## config.mk

```make
export PLATFORM = sky130hd
export DESIGN_NAME = mult_row_sequencer
export DESIGN_NICKNAME = d
export VERILOG_FILES = /design/src/rtl/mult_row_sequencer.sv
export SDC_FILE = /design/constraint.sdc
export NUM_CORES = 1
export LEC_CHECK = 0
export ABC_CLOCK_PERIOD_IN_PS = 11300
export BUFFER_PORTS_ARGS = -buffer_cell sky130_fd_sc_hd__clkbuf_2
export CORE_MARGIN = 5
export CORE_UTILIZATION = 54
export CTS_BUF_LIST = sky130_fd_sc_hd__clkbuf_8
export DETAILED_ROUTE_END_ITERATION = 8
export GPL_TIMING_DRIVEN = 0
export PLACE_DENSITY_LB_ADDON = 0.08
export SYNTH_ARGS = -nofsm -noshare
export SYNTH_HDL_FRONTEND = slang
export SYNTH_SLANG_ARGS = --single-unit
```

## constraint.sdc

```tcl
create_clock -name clk -period 11.3 [get_ports clk]
set_input_delay 0.565 -clock clk [delete_from_list [all_inputs] [get_ports clk]]
set_output_delay 0.565 -clock clk [all_outputs]
set_load 0.02 [all_outputs]
```

## src/rtl/mult_row_sequencer.sv

```systemverilog
// mult_row_sequencer: initiator side of the row-multiplier handshake.
// Walks row_select through 0..NUM_ROWS-1, pulses begin_mult per row, captures each
// row_result into a small result file, tracks per-row overflow and keeps a running
// signed argmax. The argmax gives the classifier output of the fully-connected layer.
//
// Optional build macro MULT_SEQ_SATURATE_EN: when defined, a row that reports overflow
// is clamped to the 32-bit signed extreme indicated by row_result[31] before it is
// stored and compared. When undefined, row_result is used as-is.

module mult_row_sequencer #(
  parameter int unsigned NUM_ROWS       = 10,
  parameter int unsigned TIMEOUT_CYCLES = 1023
) (
  input  logic                clk,
  input  logic                rst,
  input  logic                start,
  output logic [3:0]          row_select,
  output logic                begin_mult,
  input  logic                done_row,
  input  logic                w_result_ena,
  input  logic [31:0]         row_result,
  input  logic                overflow,
  output logic                busy,
  output logic                class_done,
  output logic [3:0]          class_id,
  output logic [31:0]         max_value,
  output logic [NUM_ROWS-1:0] overflow_mask,
  output logic                timeout_err,
  input  logic [3:0]          rd_index,
  output logic [31:0]         rd_data
);

  localparam int unsigned WdW     = $clog2(TIMEOUT_CYCLES + 1);
  localparam logic [WdW-1:0] WdLast = WdW'(TIMEOUT_CYCLES - 1);
  localparam logic [3:0]  RowLast = 4'(NUM_ROWS - 1);
  localparam logic [31:0] MinVal  = 32'h8000_0000;
  localparam logic [31:0] MaxVal  = 32'h7FFF_FFFF;

  typedef enum logic [2:0] {
    StIdle,
    StIssue,
    StWait,
    StNext,
    StFinish
  } state_e;

  state_e                state_q;
  logic [3:0]            row_q;
  logic [WdW-1:0]        wd_q;
  logic                  got_q;      // a result was captured for the current row
  logic                  begin_q;
  logic                  done_q;
  logic                  busy_q;
  logic [3:0]            id_q;
  logic [31:0]           max_q;
  logic [NUM_ROWS-1:0]   mask_q;
  logic                  terr_q;
  logic [31:0]           file_q [NUM_ROWS];

  logic [31:0]           eff_d;
  logic [NUM_ROWS-1:0]   row_hit;

  // Effective value of the incoming row result (optionally saturated on overflow).
  always_comb begin
    eff_d = row_result;
`ifdef MULT_SEQ_SATURATE_EN
    if (overflow) begin
      eff_d = row_result[31] ? MaxVal : MinVal;
    end
`endif
  end

  // One-hot decode of the current row, used to address the file and the mask.
  always_comb begin
    row_hit = '0;
    for (int i = 0; i < NUM_ROWS; i++) begin
      row_hit[i] = (row_q == 4'(i));
    end
  end

  // Combinational read port; out-of-range indices read as zero.
  always_comb begin
    rd_data = '0;
    for (int i = 0; i < NUM_ROWS; i++) begin
      if (rd_index == 4'(i)) begin
        rd_data = file_q[i];
      end
    end
  end

  // Sequencer FSM with registered outputs, result file and running argmax.
  always_ff @(posedge clk or posedge rst) begin
    if (rst) begin
      state_q <= StIdle;
      row_q   <= '0;
      wd_q    <= '0;
      got_q   <= 1'b0;
      begin_q <= 1'b0;
      done_q  <= 1'b0;
      busy_q  <= 1'b0;
      id_q    <= '0;
      max_q   <= '0;
      mask_q  <= '0;
      terr_q  <= 1'b0;
      for (int i = 0; i < NUM_ROWS; i++) begin
        file_q[i] <= '0;
      end
    end else begin
      // Pulse outputs default low; set only on the transition into their state.
      begin_q <= 1'b0;
      done_q  <= 1'b0;
      unique case (state_q)
        StIdle: begin
          if (start) begin
            state_q <= StIssue;
            begin_q <= 1'b1;
            busy_q  <= 1'b1;
            row_q   <= '0;
            mask_q  <= '0;
            terr_q  <= 1'b0;
            max_q   <= MinVal;
            id_q    <= '0;
          end
        end

        StIssue: begin
          state_q <= StWait;
          wd_q    <= '0;
          got_q   <= 1'b0;
        end

        StWait: begin
          wd_q <= wd_q + WdW'(1);
          if (w_result_ena) begin
            got_q <= 1'b1;
            for (int i = 0; i < NUM_ROWS; i++) begin
              if (row_hit[i]) begin
                file_q[i] <= eff_d;
                mask_q[i] <= overflow;
              end
            end
            // Strict compare: on a tie the earlier (lower) row keeps the win.
            if ($signed(eff_d) > $signed(max_q)) begin
              max_q <= eff_d;
              id_q  <= row_q;
            end
          end
          if (done_row) begin
            // Row finished without ever presenting a result: store zero, no compare.
            if (!w_result_ena && !got_q) begin
              for (int i = 0; i < NUM_ROWS; i++) begin
                if (row_hit[i]) begin
                  file_q[i] <= '0;
                end
              end
            end
            state_q <= StNext;
          end else if (wd_q == WdLast) begin
            terr_q  <= 1'b1;
            busy_q  <= 1'b0;
            state_q <= StIdle;
          end
        end

        StNext: begin
          if (row_q == RowLast) begin
            state_q <= StFinish;
            done_q  <= 1'b1;
          end else begin
            row_q   <= row_q + 4'd1;
            state_q <= StIssue;
            begin_q <= 1'b1;
          end
        end

        StFinish: begin
          state_q <= StIdle;
          busy_q  <= 1'b0;
        end

        default: begin
          state_q <= StIdle;
          busy_q  <= 1'b0;
        end
      endcase
    end
  end

  assign row_select    = row_q;
  assign begin_mult    = begin_q;
  assign busy          = busy_q;
  assign class_done    = done_q;
  assign class_id      = id_q;
  assign max_value     = max_q;
  assign overflow_mask = mask_q;
  assign timeout_err   = terr_q;

endmodule

```

==> impl_results.md, run 1 <==
* Fin crit share at 38.3%
* Max_slew headroom at 32.1%
* GPL Wtd Cong at 0.921
* Worst VDD drop at 147 µV
* Register cell area after layout at 0.00971 mm²
* ANT nets after route at 0
* Sequential power share at 42.3%
* Clock share of power at 24.9%
* Final worst setup slack at 6.98 ns
* Pre-CTS setup slack at 7.10 ns
* Resized Gates After CTS at 0
* Final Util at 62.4%
* Least-Margin Pin Slew at 1.01 ns
* Crit path DAT at 3.76 ns
* Netlist cell types at 51
* Min Clock Period, post-route at 4.32 ns
* Vias at 16400
* Hold slack at 0.0446 ns
* Crit Path Class: in -> out
* Endpoints failing hold at 0
* Initial antenna violation count at 1
* YS warnings at 0
* Setup TNS at 0 ns
* Worst skew pair latency at 0.61 ns
* Clk_skew at 0.0178 ns
* Maximum clock frequency at 231 MHz
* Syn Area/Cell at 9.53 µm²
* Vias in the first global route at 15900
* CP max FO at 10
* Sw Pwr at 1830 µW
* Internal Pwr Total at 3030 µW
* CTS clk-pin slew, worst paths at 0.06 ns
* H-Tree Depth at 3
* Initial Util at 54.7%
* Detailed Routing Iterations Pass 1 at 6
* Setup bufs post-CTS at 0
* Vias/cell at 6.10
* Cell taking the most area after synthesis: dfrtp_1
* Post-synth top area share at 51.5%
* Predominant post-synthesis flop cell: dfrtp_1
* Critical path capture point type: output port
* Layout cells sized above 1 at 11.5%
* CTS tree: yes
* Largest net degree at the start of global routing at 42
* GRT Total Usage at 29.5%
* Die area at 0.0387 mm²
* Max clock buf depth at 3
* Die W at 197 µm
* Status: completed
* Post-synthesis cell area at 0.0188 mm²
* Synth top area cells: dfrtp_1, a22oi_1, nor2_1
* Crit path largest cell delay at 0.75 ns
* Fin nets at 2265
* Die height at 197 µm
* Sw Ratio at 37.6%
* Slew Limit Fails at 0
* Clock Tree Root: clkbuf_8
* WL final at 58200 µm
* Post-Syn Nets at 2057
* First-pass GRT wire length at 90600 µm
* RSZ-0062 raised after global routing: no
* WP data required at 10.74 ns
* Leakage Power at 0.0108 µW
* Overflow after GRT at 0
* Crit path cell chain: clkbuf_2 > clkbuf_1 > nand2_1 > nor2_1 > clkbuf_1 > a221oi_1 > a211oi_1 > clkbuf_2
* CORE AREA at 0.0345 mm²
* Final non-filler cell total at 2683
* Critical path launch point type: primary input
* Area Overhead vs Synth at 14.2%
* Std-Cell Rows at 68
* Max-cap violations at 0
* Total CTS buffers at 68
* Post-synthesis sequential area ratio at 51.5%
* Worst path slowest cell: nor2_1
* Final Setup Violations at 0
* Number of synthesized register bits at 388
* DR iter-0 viols at 1686
* # DRC at 0
* Port bufs at 127
* Combinational power share at 32.7%
* Drt wl/cell at 21.7 µm
* Mapped Cells at 1977
* Number of placed instances, taps included at 2570
* Multi-input gate area at 0.00819 mm²
* Detailed placement HPWL at 43800 µm
* CTS Hold Bufs at 0
* Fill count at 2998
* Clock sink total at 388
* Async set or reset register ratio after synthesis at 100%
* Worst hold path type: in -> async
* PwrDens at 226 mW/mm²
* # IOs at 128
* Post-synth EDFFs at 0
-- metrics by stage --
step	total power (µW)	instance area, µm²
after floorplan	3120	18800
after global placement	3580	20000
after detailed placement	3630	20300
after CTS	4860	21500
after global routing	5140	21500
final	4860	21500
-- final cells by class --
type	count	area share, %
flip-flops and latches	388	45.1
multi-input cells	1360	38.1
clock buffers	81	5.18
repair buffers	138	3.98
plain buffers	190	3.66
well taps	455	2.65
inverters	39	0.698
clock inverters	31	0.570
diodes	1	0.0116
-- state kept, by name, indices dropped and copies added, names as in the netlist --
name,count
state_q,3
begin_mult,1
file_q,320
class_id,4
busy,1
got_q,1
overflow_mask,10
timeout_err,1
class_done,1
wd_q,10
row_select,4
max_value,32
-- critical path, delay by kind of cell --
kind / cells / cell delay, ns
buffers and inverters: 4 / 1.35
AND/OR/NAND/NOR: 2 / 1.09
AO/OA/AOI/OAI: 2 / 0.73
-- placed cells by master, fill, tap and decap left out, types with 38 or more instances in the layout --
cell type	instances
nand2_1	173
clkbuf_2	127
ha_1	38
clkbuf_1	159
a21oi_1	42
mux2i_1	110
nor2_1	401
clkbuf_8	81
inv_1	66
o21ai_0	58
a22oi_1	306
dfrtp_1	388
-- routing by layer --
| metal | GRT usage [%] | wire (µm) |
|---|---|---|
| met5 | 0 | 0 |
| met4 | 10.6 | 2020 |
| met3 | 4.96 | 4200 |
| met2 | 46.3 | 26600 |
| met1 | 41.9 | 25400 |
-- path summary, 6_finish.rpt --
| path | startpoint | to | slack (ns) | cells after the start |
|---|---|---|---|---|
| setup reg to reg | max_value[31] | max_value[22] | 7.65 | 11 |
| setup / recovery | rd_index[1] | rd_data[3] | 6.98 | 8 |
| hold reg to reg | wd_q[7] | wd_q[7] | 0.49 | 1 |
| min in group clk | row_result[0] | max_value[0] | 0.22 | 3 |
| max in group asynchronous | rst | max_value[5] | 10.10 | 5 |
| hold / removal | rst | file_q[163] | 0.04 | 2 |
-- logic make-up (layout without fill, tap and decap cells) --
kind of cell | count (synthesis) | count (layout) | share of synthesized area [%]
muxes | 121 | 121 | 6.56
other | 0 | 1 | 0
adders and majority gates | 38 | 38 | 2.52
buffers and inverters | 229 | 479 | 4.96
AOI/OAI and AO/OA | 493 | 493 | 18.7
DFF | 388 | 388 | 51.5
and+or+nand+nor | 705 | 705 | 15.5
xor gates and xnor gates | 3 | 3 | 0.140
-- synthesized netlist by cell type, drive strengths merged (4+ instances only) --
library cell and number:
buf 31, or3 4, ha 38, nand4 9, a31oi 6, mux2 10, nand2b 10, dfrtp 388
a21o 4, mux2i 110, nor3 18, a221oi 26, nor2b 6, a211oi 10, nor2 401, nand3 37
clkbuf 159, nand2 173, inv 39, o22ai 10, a21oi 42, a22oi 306, o21ai 58, a221o 18
and3 32
-- power by group through the flow --
stage               registers (µW)  logic (µW)  clock network, µW
CTS                           2050        1580               1230
finish                        2060        1590               1210
detailed placement            2060        1570                  0
global placement              2060        1520                  0
global route                  2100        1760               1290
floorplan                     2070        1050                  0
Note: power is estimated with default switching activity, not from simulation.
==> inputs of run 2 (changes only) <==
- ABC_CLOCK_PERIOD_IN_PS: 11300 -> 4450
- clock period: 11.3 -> 4.45 ns (I/O delays scaled with it)
==> run 2 against run 1 <==
- die area did not move
- via count barely moved
- critical path depth rose by 3
- clock-buffer cell count did not move
- clock power rose to 2.6 times the previous value
- worst hold slack got worse by 0.014 ns
- first-iteration DRC count did not move
- sequential power rose to 2.5 times the previous value
- critical path type is now reg -> reg
==> impl_results.md, run 2 (synthesis gave the netlist of run 1 again) <==
* Die W at 197 µm (unchanged)
* Resized Gates After CTS at 0 (unchanged)
* Critical Path Start: max_value[31]
* Overflow after GRT at 0 (unchanged)
* Leakage Power at 0.0109 µW (+1.3%)
* Area Overhead vs Synth at 15.9%
* Crit path cell chain: inv_1 > ha_1 > nand4_1 > nor4_2 > nand4_1 > o311ai_1 > nor3_1 > a31oi_1 > buf_6 > buf_12 > mux2i_1
* CORE AREA at 0.0345 mm² (unchanged)
* Port bufs at 127 (unchanged)
* Layout cells sized above 1 at 11.3% (-0.17 points)
* GRT Total Usage at 29.7% (+0.14 points)
* Hold slack at 0.0306 ns (-0.0140 ns)
* CTS clk-pin slew, worst paths at 0.06 ns (about the same)
* H-Tree Depth at 3 (unchanged)
* Fin nets at 2298 (+1.5%)
* Fin crit share at 82.0%
* Hold Path Stages at 3
* ANT nets after route at 0 (unchanged)
* # DRC at 0 (unchanged)
* R2r setup slk at 0.80 ns (-6.85 ns)
* WL final at 58600 µm (+0.75%)
* Critical path launch point type: flip-flop
* First-pass GRT wire length at 91100 µm (+0.56%)
* Commonest non-fill, non-tap cell in the layout: nor2_1
* Register-to-Register Path Depth at 11 (unchanged)
* Most frequent cells in the layout: nor2_1, dfrtp_1, a22oi_1
* CP most frequent cell: nand4_1
* Worst path slowest cell: nor4_2
* WP data required at 4.97 ns (-5.77 ns)
* Critical path capture point type: flip-flop
* Endpoints failing hold at 0 (unchanged)
* Crit path buffers/inverters at 3 (-1)
* Final Util at 63.4% (+0.96 points)
* Crit Path Class: reg -> reg
* Crit path DAT at 4.17 ns (+0.41 ns)
* Die height at 197 µm (unchanged)
* Max FFs per register at 320 (unchanged)
* Total CTS buffers at 68 (unchanged)
* Max-cap violations at 0 (unchanged)
* Largest net degree at the start of global routing at 42 (unchanged)
* Vias in the first global route at 16100 (+0.92%)
* Setup bufs post-CTS at 0 (unchanged)
* Worst skew pair latency at 0.62 ns (about the same)
* Min Clock Period, post-route at 3.65 ns
* Max clock buf depth at 3 (unchanged)
* DR iter-0 viols at 1686 (unchanged)
* Clock sink total at 388 (unchanged)
* GPL Wtd Cong at 0.921 (unchanged)
* WP depth at 11 (+3)
* Worst hold path type: in -> reg
* Reg-to-Reg End: max_value[22]
* CTS Hold Bufs at 33 (+33)
* Detailed Routing Iterations Pass 1 at 6 (unchanged)
* Tot Pwr at 12400 µW (+150%)
* Std-Cell Rows at 68 (unchanged)
* # IOs at 128 (unchanged)
* Initial antenna violation count at 1 (unchanged)
* Top delay family on crit path: simple AND/OR/NAND/NOR gates
* Maximum clock frequency at 274 MHz
* Status: completed
* Worst VDD drop at 376 µV (+160%)
* Worst setup endpoint: max_value[22]
* Clock Tree Root: clkbuf_8
* Vias at 16400 (+0.012%)
* Vias/cell at 6.03 (-1.2%)
* CP max FO at 10 (unchanged)
* Detailed placement HPWL at 43800 µm (unchanged)
* Reg2Reg Launch Point: max_value[31]
* Crit path largest cell delay at 0.66 ns (-0.09 ns)
* Clk_skew at 0.0210 ns (+0.00328 ns)
* PwrDens at 567 mW/mm² (+150%)
* Biggest register: file_q
* Die area at 0.0387 mm² (unchanged)
* Max_slew headroom at 32.5% (+0.42 points)
* CTS tree: yes
* Least-Margin Pin Slew at 1.01 ns (-0.00635 ns)
* Drt wl/cell at 21.6 µm (-0.47%)
* Slew Limit Fails at 0 (unchanged)
* Setup TNS at 0 ns (unchanged)
* Final Setup Violations at 0 (unchanged)
* RSZ-0062 raised after global routing: no
* Initial Util at 54.7% (unchanged)
## run 2: metal layers
layer	wire length (µm)	vias to the layer above	part of all wire, %	GRT usage, %
li1	-	7506	-	-
met1	25400	8109	43	42.1
met2	26900	644	46	46.7
met3	4310	121	7.3	4.85
met4	1990	0	3.4	10.6
met5	0	-	0	0
## run 2: worst min-delay path by stage
stage,to,startpoint,slack [ns]
finish,got_q,w_result_ena,0.03
global placement,max_value[0],row_result[0],0.46
global route,file_q[317],row_result[29],0.05
CTS,got_q,w_result_ena,0.003
floorplan,file_q[28],row_result[28],0.35
detailed placement,file_q[245],rst,0.33
## run 2: worst register-to-register path, cell delays in order (launching register included)
cell and delay (ns):
dfrtp_1 0.40, inv_1 0.06, ha_1 0.38, nand4_1 0.16, nor4_2 0.66, nand4_1 0.32
o311ai_1 0.65, nor3_1 0.11, a31oi_1 0.22, buf_6 0.22, buf_12 0.18, mux2i_1 0.22
## run 2: layout make-up
cell class              instances  area (µm²)
inverters                      39         150
multi-input cells            1360        8190
diodes                          1        2.50
plain buffers                 190         787
clock buffers                  81        1110
clock inverters                31         123
well taps                     455         569
flip-flops and latches        388        9710
repair buffers                171        1190
fillers                      2949       12600
## run 2: through the flow
stage                     cell area (µm²)  worst slack, ns  cells
after floorplan                     18800           -0.990   1977
after global routing                21800            0.695   2716
after CTS                           21800            0.846   2715
final                               21800            0.803   2716
after detailed placement            20300            0.855   2570
after global placement              20000            -3.35   2559
## run 2: where the power goes
part           total [µW]  leakage, µW  internal (µW)  switching [µW]
Sequential           5230      0.00525           4570             660
Combinational        4070      0.00491           1530            2540
Clock                3090     0.000740           1630            1460
Total               12400       0.0109           7720            4660
